--- src/rtl/spi_slave.sv ---
// SPI peripheral-side responder: oversamples SCLK/MOSI/CS in the clk domain,
// supports all four CPOL/CPHA modes, MSB-first bytes, one-entry transmit buffer.
module spi_slave #(
  parameter int SYNC_STAGES = 2
) (
  input  logic       clk,
  input  logic       reset,
  input  logic [1:0] MODE,
  input  logic       SCLK,
  input  logic       MOSI,
  input  logic       CS,
  output logic       MISO,
  output logic       miso_oe,
  input  logic [7:0] tx_data,
  input  logic       tx_load,
  output logic       tx_ready,
  output logic       tx_underrun,
  output logic [7:0] rx_data,
  output logic       rx_valid,
  output logic       busy,
  output logic       frame_err
);

  typedef enum logic {IDLE, SHIFT} state_t;

  state_t state_q, state_d;

  logic [SYNC_STAGES-1:0] sclk_sync, mosi_sync, cs_sync;
  logic sclk_s, mosi_s, cs_s;
  logic sclk_d, cs_d;

  assign sclk_s = sclk_sync[SYNC_STAGES-1];
  assign mosi_s = mosi_sync[SYNC_STAGES-1];
  assign cs_s   = cs_sync[SYNC_STAGES-1];

  // CS chain resets to the deselected level so reset release never looks like a CS fall.
  always_ff @(posedge clk or negedge reset) begin
    if (!reset) begin
      sclk_sync <= '0;
      mosi_sync <= '0;
      cs_sync   <= '1;
      sclk_d    <= 1'b0;
      cs_d      <= 1'b1;
    end else begin
      // NOTE: non-blocking assignments make every stage take the previous stage's old value.
      sclk_sync <= {sclk_sync[SYNC_STAGES-2:0], SCLK};
      mosi_sync <= {mosi_sync[SYNC_STAGES-2:0], MOSI};
      cs_sync   <= {cs_sync[SYNC_STAGES-2:0], CS};
      sclk_d    <= sclk_s;
      cs_d      <= cs_s;
    end
  end

  logic cpol, cpha, first;
  logic [2:0] bit_cnt;
  logic [6:0] rx_shift;
  logic [7:0] tx_shift, hold_buf;
  logic hold_full;

  logic sclk_rise, sclk_fall, cs_fall, cs_rise;
  logic lead_edge, trail_edge, sample_edge, shift_edge;

  assign sclk_rise   = sclk_s & ~sclk_d;
  assign sclk_fall   = ~sclk_s & sclk_d;
  assign cs_fall     = ~cs_s & cs_d;
  assign cs_rise     = cs_s & ~cs_d;
  assign lead_edge   = cpol ? sclk_fall : sclk_rise;
  assign trail_edge  = cpol ? sclk_rise : sclk_fall;
  assign sample_edge = cpha ? trail_edge : lead_edge;
  assign shift_edge  = cpha ? lead_edge : trail_edge;

  logic start, stop, do_sample, do_shift, do_hold, do_boundary;

  always_comb begin
    // NOTE: every output of this block gets a default first, so no path infers a latch.
    state_d     = state_q;
    start       = 1'b0;
    stop        = 1'b0;
    do_sample   = 1'b0;
    do_shift    = 1'b0;
    do_hold     = 1'b0;
    do_boundary = 1'b0;
    case (state_q)
      IDLE: begin
        if (cs_fall) begin
          state_d     = SHIFT;
          start       = 1'b1;
          do_boundary = 1'b1;
        end
      end
      SHIFT: begin
        if (cs_rise) begin
          state_d = IDLE;
          stop    = 1'b1;
        end else begin
          do_sample = sample_edge;
          // A shift edge at bit 0 is the byte boundary, except the very first
          // CPHA=1 leading edge whose bit was already presented at CS fall.
          if (shift_edge) begin
            if (bit_cnt != 3'd0) do_shift    = 1'b1;
            else if (first)      do_hold     = 1'b1;
            else                 do_boundary = 1'b1;
          end
        end
      end
      default: state_d = IDLE;
    endcase
  end

  always_ff @(posedge clk or negedge reset) begin
    if (!reset) state_q <= IDLE;
    else        state_q <= state_d;
  end

  // NOTE: data registers and the holding buffer are reset too, so a mid-frame reset
  // leaves no stale byte to be transmitted or reported afterwards.
  always_ff @(posedge clk or negedge reset) begin
    if (!reset) begin
      cpol        <= 1'b0;
      cpha        <= 1'b0;
      first       <= 1'b0;
      bit_cnt     <= 3'd0;
      rx_shift    <= 7'd0;
      tx_shift    <= 8'd0;
      hold_buf    <= 8'd0;
      hold_full   <= 1'b0;
      rx_data     <= 8'd0;
      rx_valid    <= 1'b0;
      tx_underrun <= 1'b0;
      frame_err   <= 1'b0;
    end else begin
      rx_valid    <= 1'b0;
      tx_underrun <= 1'b0;
      frame_err   <= 1'b0;

      if (start) begin
        cpol     <= MODE[1];
        cpha     <= MODE[0];
        bit_cnt  <= 3'd0;
        first    <= 1'b1;
        rx_shift <= 7'd0;
      end

      if (stop) begin
        frame_err <= (bit_cnt != 3'd0);
        bit_cnt   <= 3'd0;
        first     <= 1'b0;
        rx_shift  <= 7'd0;
        tx_shift  <= 8'd0;
      end

      if (do_sample) begin
        rx_shift <= {rx_shift[5:0], mosi_s};
        bit_cnt  <= bit_cnt + 3'd1;
        first    <= 1'b0;
        if (bit_cnt == 3'd7) begin
          rx_data  <= {rx_shift, mosi_s};
          rx_valid <= 1'b1;
        end
      end

      if (do_hold)  first    <= 1'b0;
      if (do_shift) tx_shift <= {tx_shift[6:0], 1'b0};

      // A load coinciding with a boundary on an empty buffer bypasses straight to the shifter.
      if (do_boundary) begin
        if (hold_full) begin
          tx_shift  <= hold_buf;
          hold_full <= 1'b0;
        end else if (tx_load) begin
          tx_shift <= tx_data;
        end else begin
          tx_shift    <= 8'd0;
          tx_underrun <= 1'b1;
        end
      end else if (tx_load && !hold_full) begin
        hold_buf  <= tx_data;
        hold_full <= 1'b1;
      end
    end
  end

  assign busy     = (state_q == SHIFT);
  assign miso_oe  = busy;
  assign MISO     = busy & tx_shift[7];
  assign tx_ready = ~hold_full;

endmodule

--- config.mk ---
export PLATFORM = sky130hd
export DESIGN_NAME = spi_slave
export DESIGN_NICKNAME = d
export VERILOG_FILES = /design/src/rtl/spi_slave.sv
export SDC_FILE = /design/constraint.sdc
export NUM_CORES = 1
export LEC_CHECK = 0
export CAP_MARGIN = 20
export CORE_ASPECT_RATIO = 1.5
export CORE_MARGIN = 4
export CORE_UTILIZATION = 40
export DETAILED_ROUTE_END_ITERATION = 10
export PLACE_DENSITY = 0.69
export SETUP_SLACK_MARGIN = 0.1
export SLEW_MARGIN = 20
export SYNTH_ARGS = -nofsm -noshare
export SYNTH_HDL_FRONTEND = slang
export SYNTH_SLANG_ARGS = --single-unit
--- constraint.sdc ---
create_clock -name clk -period 2.2 [get_ports clk]
set_clock_uncertainty 0.2 [all_clocks]
set_input_delay 0.66 -clock clk [delete_from_list [all_inputs] [get_ports clk]]
set_output_delay 0.66 -clock clk [all_outputs]
set_load 0.05 [all_outputs]
==> flow_summary.ini <==
[die]
rows = 32
die_h_um = 98.0
ios = 31
start_util_pct = 41.5
dieArea_um2 = 6660
core_um2 = 5200
die_w_um = 68.0

[clock_tree]
clkTransAtPathRegs_ns = 0.08
htree_levels = 2
ctsRootBufferMaster = clkbuf_8
clock-sinks = 50
cts_tree = built
cts_buffers = 5
clk_latency_ns = 0.29
clk_path_buf_depth = 2

[power]
p_seq_share_pct = 48.2
p_leak_nw = 1.29
power.net_switching_uw = 760
pwr-share-clk_pct = 19.0
vdd_drop_max_mv = 0.560
p_sw_share_pct = 29.2
pwr-share-comb_pct = 32.8
finalPower_mw = 2.60
internal_power_mw = 1.84
powerDensity_nw_per_um2 = 940

[placed_design]
place_congestion = 0.695
preCtsSetupSlack_ns = 0.0520
portBuffers = 30
place_hpwl_mm = 2.45

[timing]
tightest_slew_ns = 0.366
layout_min_cycle_time_ns = 2.05
drv_slew = 0
rsz0062_at_grt = true
fin_ws_ns = 0.145
setup_viol = 0
max_freq_mhz = 487
fin_tns_setup_ns = 0
finalHoldViolations = 0
slew_headroom_pct = 75.6
period_share_pct = 93.4

[worst_hold_path]
hp-class = primary input to asynchronous set/reset pin

[status]
outcome = finished clean

[routing]
drt_pass1_iterations = 4
routedWlPerCell_um = 11.8
drc_errors = 0
via_per_inst = 4.69
wirelength_mm = 3.44
ant_nets = 0
drt_iter0_drc = 81
num_vias = 1375

[setup_path]
worst_setup_path_end_kind = flop
r2r_start = cpha
r2r_end = hold_buf[1]
critPathKind = flop to flop
path_buf_inv = 1
startpoint = cpha
crit_end = hold_buf[1]
cpLargestDelayFamily = multiplexers
crit_fanout = 8
crit_path_max_incr_delay_ns = 0.41
setup.worst_path.start_class = flop
crit_arrival_ns = 2.04
crit_chain = xnor2_2 -> mux2i_2 -> o41ai_4 -> nand2b_4 -> buf_12 -> mux2_4
rr_worst_depth = 6
critical_path_required_ns = 2.18
cp_slowest_cell = dfrtp_1
worst-r2r-setup-slack_ns = 0.15
path_depth = 6

[finish]
final_nets = 243
area_delta_synth_final_pct = 28.1
antennaDiodeCount = 0
drive_gt1_share_pct = 28.9

[logic_synthesis]
ys_top_cells_by_area = dfrtp_1 (54%), mux2_2 (9.4%), nand2_1 (5.9%)
yosys.area.top_type = dfrtp_1
synth.yosys.seq_area_share_pct = 58.1
yosys.area.top_type_share_pct = 54.5
synth-seq-cells = 50
syn_area_um2 = 2160
syn_area_per_cell_um2 = 11.9
ys_warn_count = 0
synth_cell_types = 26
synthCells = 182
syn_nets = 201

[global_routing]
grt_max_degree = 51
grt_antenna_before_repair = 0
gr-usage-all-layers_pct = 12.0
grt_pass1_vias = 1499
grt_pass1_wl_mm = 6.31
grt_overflow_total = 0

[flow_run]
cap_viol_max_count = 0
==> per-stage QoR <==
stage                     std cells  utilization (%)  instance area, um^2  hold slack (ns)
after floorplan                 182                -                 2160            0.131
after global placement          283             50.3                 2620            0.133
after detailed placement        283             50.3                 2620            0.137
after CTS                       291             52.0                 2710            0.140
after global routing            293             53.1                 2770            0.149
final                           293             53.1                 2770            0.140
==> power groups by stage <==
stage	Clock, mW	Sequential, mW	Combinational [mW]
2_1_floorplan	0	1.25	0.523
3_3_place_gp	0	1.26	0.735
3_5_place_dp	0	1.27	0.746
4_1_cts	0.524	1.25	0.756
5_1_grt	0.554	1.28	0.956
6_report	0.494	1.25	0.854
==> what timing repair did <==
item                                    4_1_cts  5_1_grt
pin swaps                                     1        2
resized for setup                             2       11
hold buffers                                  0        0
endpoints found under the setup margin        7       16
buffers inserted                              0        2
==> layout make-up <==
cell class	instances	area (um^2)
well taps	68	85.1
fillers	485	2440
flip-flops and latches	50	1260
inverters	4	15.0
multi-input cells	120	900
repair buffers	43	430
clock buffers	8	80.1
==> placed cells by master (no fill, tap or decap), types with 2 or more instances in the layout <==
master / count
buf_12: 6
nand2b_4: 2
buf_4: 22
nand2_1: 32
mux2_2: 10
clkbuf_1: 3
nand2b_1: 2
nor2_1: 4
o21ai_0: 17
inv_1: 4
clkbuf_8: 5
clkdlybuf4s50_1: 14
and2_1: 10
dfstp_2: 3
dfrtp_1: 46
mux2i_1: 9
a22o_1: 7
ha_1: 2
nand2_2: 2
mux2_4: 8
nor2b_1: 5
==> how the worst min path moves through the flow <==
stage,from,endpoint,cells after the start
6_report,reset,mosi_sync[1],2
5_1_grt,reset,mosi_sync[1],2
4_1_cts,reset,cpol,2
3_5_place_dp,mosi_sync[0],mosi_sync[1],0
3_3_place_gp,sclk_sync[0],sclk_sync[1],0
2_1_floorplan,mosi_sync[0],mosi_sync[1],0
==> flip-flops by register name (all words and copies together) (netlist names) <==
| name | flops |
|---|---|
| frame_err | 1 |
| cpol | 1 |
| cs_sync | 2 |
| rx_shift | 7 |
| bit_cnt | 3 |
| rx_valid | 1 |
| hold_full | 1 |
| sclk_d | 1 |
| cs_d | 1 |
| hold_buf | 8 |
| tx_shift | 8 |
| mosi_sync | 2 |
| tx_underrun | 1 |
| rx_data | 8 |
| cpha | 1 |
| sclk_sync | 2 |
| first | 1 |
| busy | 1 |
==> routing by layer <==
| metal | global-route usage, % | vias up | wire length [um] |
|---|---|---|---|
| met5 | 0 | - | 0 |
| met4 | 3.68 | 0 | 38 |
| met3 | 3.11 | 4 | 177 |
| met2 | 21.7 | 28 | 1880 |
| met1 | 13.2 | 648 | 1350 |
| li1 | - | 695 | - |
==> cell usage after synthesis <==
master    instances
dfstp_2           3
dfrtp_1          47
buf_6             1
nor2_1            4
or2_1             1
buf_4             1
nor2b_1           5
o31ai_1           1
mux2i_2           1
nand2_1          34
ha_1              3
o21ai_0          17
a22o_1            7
o41ai_4           1
nand3b_1          1
buf_2             1
mux2_2           18
nor3_4            1
xnor2_2           1
o32ai_1           1
nor3_1            1
mux2i_1           9
clkbuf_1          5
and2_1           10
nand2b_1          4
inv_1             4
==> kinds of logic (layout without fill, tap and decap cells) <==
| logic type | after synthesis | count (layout) | share of synthesized area (%) |
|---|---|---|---|
| AOI/OAI and AO/OA | 27 | 27 | 8.81 |
| and+or+nand+nor | 61 | 61 | 13.7 |
| DFF | 50 | 50 | 58.1 |
| muxes | 28 | 28 | 14.2 |
| xor gates and xnor gates | 1 | 1 | 0.753 |
| adders and majority gates | 3 | 3 | 1.74 |
| buffers and inverters | 12 | 55 | 2.66 |
(Power assumes the default switching activity.)
